$ cat src/rtl/dct_2d_seq.sv
// Sequencer for a row/column 2-D DCT: generates the stage advance enables,
// fill/drain bookkeeping and output block framing around two 1-D DCTs and a transpose buffer.
module dct_2d_seq #(
    parameter int N       = 8,
    parameter int DCT_LAT = 48,
    parameter int TRB_LAT = 64,
    parameter int CNT_W   = 8
) (
    input  logic                      clk,
    input  logic                      rst,
    input  logic                      in_valid,
    input  logic                      flush,
    output logic                      in_ready,
    output logic                      ena1,
    output logic                      trb_ena,
    output logic                      ena2,
    output logic                      out_valid,
    output logic                      out_sob,
    output logic [2*$clog2(N)-1:0]    out_idx,
    output logic                      busy,
    output logic [1:0]                state
);

    localparam int L     = 2 * DCT_LAT + TRB_LAT;
    localparam int IDX_W = 2 * $clog2(N);

    localparam logic [CNT_W-1:0] L_C     = CNT_W'(L);
    localparam logic [CNT_W-1:0] LAST_DC = CNT_W'(L - 1);
    localparam logic [CNT_W-1:0] TRB_ON  = CNT_W'(DCT_LAT);
    localparam logic [CNT_W-1:0] ENA2_ON = CNT_W'(DCT_LAT + TRB_LAT);

    typedef enum logic [1:0] {
        IDLE  = 2'd0,
        FILL  = 2'd1,
        RUN   = 2'd2,
        DRAIN = 2'd3
    } state_t;

    state_t                st_q, st_d;
    logic [CNT_W-1:0]      fc_q, fc_d;
    logic [CNT_W-1:0]      dc_q, dc_d;
    logic [IDX_W-1:0]      idx_q, idx_d;
    logic                  advance;

    // NOTE: registers use non-blocking assignments so every flop samples the
    // pre-edge value of its neighbours; blocking here would create order-dependent races.
    always_ff @(posedge clk) begin
        if (rst) begin
            st_q  <= IDLE;
            fc_q  <= '0;
            dc_q  <= '0;
            idx_q <= '0;
        end else begin
            st_q  <= st_d;
            fc_q  <= fc_d;
            dc_q  <= dc_d;
            idx_q <= idx_d;
        end
    end

    // NOTE: every signal written below gets a default first, so no path through
    // the case statement leaves one unassigned and infers a latch.
    always_comb begin
        advance   = (st_q == DRAIN) || in_valid;
        ena1      = advance;
        trb_ena   = advance && (fc_q >= TRB_ON);
        ena2      = advance && (fc_q >= ENA2_ON);
        out_valid = advance && (fc_q == L_C);
        out_sob   = out_valid && (idx_q == '0);

        st_d  = st_q;
        fc_d  = fc_q;
        dc_d  = dc_q;
        idx_d = idx_q;

        if (advance && (fc_q != L_C)) fc_d = fc_q + CNT_W'(1);
        // N*N is a power of two, so the index wraps to 0 by plain overflow.
        if (out_valid) idx_d = idx_q + IDX_W'(1);

        unique case (st_q)
            IDLE: begin
                if (in_valid) st_d = FILL;
            end
            FILL: begin
                if (flush)                          st_d = DRAIN;
                else if (advance && fc_q == L_C)    st_d = RUN;
            end
            RUN: begin
                if (flush) st_d = DRAIN;
            end
            DRAIN: begin
                if (dc_q == LAST_DC) begin
                    st_d  = IDLE;
                    fc_d  = '0;
                    dc_d  = '0;
                    idx_d = '0;
                end else begin
                    dc_d = dc_q + CNT_W'(1);
                end
            end
            default: st_d = IDLE;
        endcase
    end

    assign in_ready = (st_q != DRAIN);
    assign busy     = (st_q != IDLE);
    assign out_idx  = idx_q;
    assign state    = st_q;

endmodule

$ cat config.mk
export PLATFORM = sky130hd
export DESIGN_NAME = dct_2d_seq
export DESIGN_NICKNAME = d
export VERILOG_FILES = /design/src/rtl/dct_2d_seq.sv
export SDC_FILE = /design/constraint.sdc
export NUM_CORES = 1
export LEC_CHECK = 0
export CAP_MARGIN = 20
export CELL_PAD_IN_SITES_DETAIL_PLACEMENT = 1
export CELL_PAD_IN_SITES_GLOBAL_PLACEMENT = 2
export CORE_MARGIN = 5
export CORE_UTILIZATION = 33
export CTS_CLUSTER_SIZE = 24
export DETAILED_ROUTE_END_ITERATION = 10
export GPL_TIMING_DRIVEN = 0
export PLACE_DENSITY = 0.88
export SLEW_MARGIN = 10
export SYNTH_ARGS = -nofsm -noshare
export SYNTH_HDL_FRONTEND = slang
export SYNTH_SLANG_ARGS = --single-unit
$ cat constraint.sdc
create_clock -name clk -period 2.2 [get_ports clk]
set_input_delay 0.22 -clock clk [delete_from_list [all_inputs] [get_ports clk]]
set_output_delay 0.22 -clock clk [all_outputs]
set_load 0.03 [all_outputs]
=== After elaboration in Yosys (flattened, before gate mapping) ===
Cells that the tools add are included.

* Register bits: 24
* Bits in latches: 0
* Memory bits (writable): 0
* Bits in read-only memories: 0
* Bits of input ports: 4
* Output and inout bits: 15
* Logic and storage cells: 43
* Memories: 0

* $add $sub $neg: 3
* Multipliers: 0
* Div/mod/pow operators: 0
* Magnitude comparators: 2
* Equal/unequal tests: 11
* Shifts and indexed selects: 0
* Mux-type cells: 13
* Bitwise operators: 0
* Reductions and logical operators: 10

{| class="wikitable"
|+ Operators with widths
! cell !! number
|-
| two-way mux 8 bit || 4
|-
| two-way mux 6 bit || 3
|-
| adder 8 x 1 -> 8 bit (second input constant) || 2
|-
| == test 8 bit (second input constant) || 2
|-
| two-way mux 2 bit || 5
|-
| greater-or-equal comparator 8 x 6 -> 1 bit (second input constant) || 1
|-
| greater-or-equal comparator 8 x 7 -> 1 bit (second input constant) || 1
|-
| inequality test 8 bit (second input constant) || 1
|-
| case mux 2 bit (4 select lines) || 1
|-
| adder 6 x 1 -> 6 bit (second input constant) || 1
|-
| logical NOT 6 bit || 1
|-
| inequality test 2 bit (second input constant) || 3
|-
| logical AND 1 bit || 5
|-
| == test 2 bit (second input constant) || 2
|-
| AND reduction 4 bit || 1
|-
| inequality test 3 bit (second input constant) || 1
|-
| == test 2 x 1 -> 1 bit (second input constant) || 1
|-
| logical NOT 2 bit || 1
|-
| inequality test 2 x 1 -> 1 bit (second input constant) || 1
|-
| nonzero test 2 bit || 1
|-
| logical OR 1 bit || 1
|}

=== Logic depth before layout (Yosys ltp) ===
* Depth after elaboration: 6
* Mapped depth: 7

=== Least setup slack after synthesis ===
OpenSTA, ideal clock, no wires.

* Path kind: register -> register
* Start: register st_q[1], in the netlist state[1]
* End: register idx_q[4], in the netlist out_idx[4]
* Library setup time: 59 ps
* Arrival: 1995 ps
* Setup slack: 145 ps
* Cell stages (with the launch flop): 8
* Period minus slack after synthesis: 2055 ps
* Path through: dfxtp_1 -> ha_1 -> buf_6 -> nor2_4 -> inv_1 -> nand4_1 -> or4_1 -> nand2_1

* Longest elaborated chain between the ends: 6

{| class="wikitable"
|+ Ends and longest elaborated chain
! what !! line !! source
|-
| start, declared || 39 || <nowiki>state_t st_q, st_d;</nowiki>
|-
| start signal, assigned || 54 || <nowiki>st_q <= st_d;</nowiki>
|-
| == test 2 bit * || 64 || <nowiki>advance = (st_q == DRAIN) || in_valid;</nowiki>
|-
| logical OR 1 bit * || 64 ||
|-
| named net ena1 || 14 || <nowiki>output logic ena1,</nowiki>
|-
| logical AND 1 bit * || 68 || <nowiki>out_valid = advance && (fc_q == L_C);</nowiki>
|-
| two-way mux 6 bit * || 78 || <nowiki>if (out_valid) idx_d = idx_q + IDX_W'(1);</nowiki>
|-
| two-way mux 6 bit || 92 || <nowiki>if (dc_q == LAST_DC) begin</nowiki>
|-
| two-way mux 6 bit * || 80 || <nowiki>unique case (st_q)</nowiki>
|-
| end signal, assigned || 57 || <nowiki>idx_q <= idx_d;</nowiki>
|-
| end, declared || 42 || <nowiki>logic [IDX_W-1:0] idx_q, idx_d;</nowiki>
|}

The timed path passes the listed nets; every way through them passes the cells marked *.
A chain may end at the register's enable or synchronous reset.

=== Worst setup path after layout ===
* Start: register st_q[0], in the netlist state[0]
* End: output port ena2

* Longest elaborated chain between the ends: 3

{| class="wikitable"
|+ Ends and longest elaborated chain
! what !! line !! source
|-
| == test 2 bit || 64 ||
|-
| logical OR 1 bit || 64 ||
|-
| logical AND 1 bit || 67 || <nowiki>ena2 = advance && (fc_q >= ENA2_ON);</nowiki>
|-
| end, declared || 16 || <nowiki>output logic ena2,</nowiki>
|}

No other way between the ends.

==> results.py <==
metrics = {
    "sta": {
        "hold_viol": 0,
        "tightest_slew_ns": 0.475,
        "timing.final.crit_share_pct": 94.9,
        "slew_headroom_pct": 68.3,
        "setup_viol": 0,
        "min_period_ns": 2.09,
        "rsz0062_at_grt": "no",
        "holdWs_ns": 0.336,
        "finalClockSkew_ns": 0.00958,
        "fmax_mhz": 479,
        "maxSlewViolCount": 0,
    },
    "pwr": {
        "power.leakage_nw": 0.670,
        "p_total_mw": 1.32,
        "ir_drop_mv": 0.323,
        "p_per_area_nw_per_um2": 784,
    },
    "yosys": {
        "seq_area_frac_synth_pct": 35.1,
        "synth-seq-cells": 24,
        "syn_inst": 147,
        "syn_area_sq_um": 1370,
        "syn_nets": 161,
        "yosysUniqueCellTypes": 41,
        "async_flop_share_pct": 0,
        "synth.top_cell.area_share_pct": 35.1,
        "synth_top_cell_by_area": "dfxtp_1",
        "synth_edf_count": 0,
        "synthTopCellsByArea": "dfxtp_1, ha_1, nor2_1",
        "synth-main-ff-cell": "dfxtp_1",
        "ys.warnings.count": 0,
        "synth_area_per_cell_sq_um": 9.30,
    },
    "die": {
        "rows": 23,
        "start_util_pct": 34.2,
        "dieWidth_microns": 74.4,
        "core_area_sq_um": 4000,
        "die_y_microns": 74.4,
        "io_pins": 19,
        "die_area_sq_um": 5530,
    },
    "route": {
        "via_per_inst": 5.30,
        "post_drt_wl_per_cell_microns": 15.1,
        "wirelength_microns": 3300,
        "remaining_drc_errors": 0,
        "drt_iter0_drc": 67,
        "final_antenna_net_count": 0,
        "dr.pass1.iters": 4,
        "vias": 1160,
    },
    "grt": {
        "grt_max_degree": 15,
        "grt_use_total_pct": 12.8,
        "antenna_found_initial": 0,
        "grt_overflow_total": 0,
        "grt_pass1_wl_microns": 5500,
        "grt_pass1_vias": 1217,
    },
    "placed_design": {
        "port_buffers": 17,
        "globalplace.congestion": 0.830,
        "hpwl_microns": 2560,
    },
    "worst_setup_path": {
        "r2r_slack_ns": 0.32,
        "worstPathArrival_ns": 1.87,
        "r2r-end": "state[0]",
        "critPathKind": "flip-flop to output pin",
        "required_ns": 1.98,
        "crit_path_end_kind": "output pin",
        "reg2reg_depth": 7,
        "r2r_start": "state[0]",
        "path_max_fanout": 9,
        "cp-start-kind": "flip-flop",
    },
    "clocking": {
        "clkSlewWorstSetupHoldPaths_ns": 0.09,
        "cts_root_buf": "clkbuf_8",
        "clock_sinks": 24,
        "clock_path_buffers": 2,
        "h-tree-depth": 1,
        "clock_latency_ns": 0.27,
        "cts_buffers": 3,
        "tritoncts": "built",
    },
    "finish": {
        "final_core_util_pct": 42.2,
        "antennaDiodeCount": 0,
        "drive_above_1_share_pct": 12.4,
        "area_growth_pct": 23.5,
        "fin_nets": 184,
    },
    "hold_path": {
        "hold-path-cell-count": 2,
        "hold_path_class": "input port to flip-flop",
        "whs_endpoint": "dc_q[2]",
        "hp-start": "rst",
    },
    "run_status": {
        "outcome": "finished clean",
    },
    "job": {
        "cap_violations": 0,
    },
}
-- worst max-delay path by stage --
stage	startpoint	endpoint	cells after the start
global route	state[0]	out_sob	6
CTS	state[1]	trb_ena	5
global placement	in_valid	out_sob	5
detailed placement	fc_q[0]	out_sob	6
floorplan	state[1]	out_idx[4]	7
finish	state[0]	ena2	6
-- placed cells by master, fill, tap and decap left out, types with 2 or more instances in the layout --
cell type and instances:
dlygate4sd2_1 3, nor2_1 21, and3_1 3, o211ai_1 2
nand2_1 6, nand3_1 4, nand4_1 6, inv_1 10
clkdlybuf4s50_1 12, nor3_1 2, xor2_1 9, o21ai_0 3
xnor2_1 4, mux2i_1 3, ha_1 10, a41o_1 2
a31oi_1 2, dfxtp_1 23, a21oi_1 7, buf_6 3
or3_1 3, a311oi_1 2, clkbuf_8 3
-- cells in the mapped netlist, types with 3 or more instances --
cell type / n
mux2i_1: 3
nor2_1: 21
and3_1: 3
nand4_1: 6
o21ai_0: 3
xnor2_1: 4
inv_1: 10
nand2_1: 6
xor2_1: 9
nand3_1: 4
a21oi_1: 7
ha_1: 10
dfxtp_1: 24
buf_6: 3
or3_1: 3
-- critical path: stages (launching register included) --
cell and delay, ns:
dfxtp_1 0.37, ha_1 0.23, buf_6 0.14, nor2_4 0.21
inv_1 0.16, o21a_1 0.13, dlygate4sd2_1 0.35
-- layer usage --
metal	up-vias	share of wire, %	GRT usage (%)
li1	570	-	-
met1	568	42	14.4
met2	16	55	23.1
met3	6	1.6	2.16
met4	0	1.5	6.13
met5	-	0	0
-- layout make-up --
class,count,area [sq um]
inverters,10,37.5
repair buffers,18,178
fillers,456,2310
plain buffers,5,47.5
flip-flops and latches,24,482
well taps,50,62.6
clock inverters,1,30.0
clock buffers,3,41.3
multi-input cells,108,811
-- stage by stage --
| step | setup slack [ns] | instance area, sq um | std cells | TNS [ns] |
|---|---|---|---|---|
| 6_report | 0.112 | 1690 | 219 | 0 |
| 5_1_grt | 0.0132 | 1690 | 219 | 0 |
| 4_1_cts | 0.00735 | 1670 | 218 | 0 |
| 3_5_place_dp | -0.0678 | 1600 | 214 | -0.0678 |
| 3_3_place_gp | -0.0449 | 1600 | 214 | -0.0449 |
| 2_1_floorplan | 0.145 | 1370 | 147 | 0 |
-- sequential cells by signal (all words and copies together) (netlist names) --
name / flops
state: 2
dc_q: 8
fc_q: 8
out_idx: 6
-- where the power goes --
part | internal, mW | leakage, nW | switching, mW
sequential | 0.464 | 0.195 | 0.0398
clock | 0.243 | 0.0357 | 0.141
combinational | 0.180 | 0.440 | 0.256
-- timing repair --
item / 4_1_cts / 5_1_grt
resized for setup: 6 / 3
endpoints found under the setup margin: 4 / 4
cloned: 0 / 0
setup buffers: 0 / 1
hold buffers: 0 / 0
pin swaps: 0 / 2
-- logic make-up after synthesis --
family / synth area share, %
xor gates and xnor gates: 8.33
and+or+nand+nor: 23.7
buffers and inverters: 6.22
AOI/OAI and AO/OA: 15.3
muxes: 2.20
adders and majority gates: 9.15
DFF: 35.1
(Power assumes the default switching activity.)
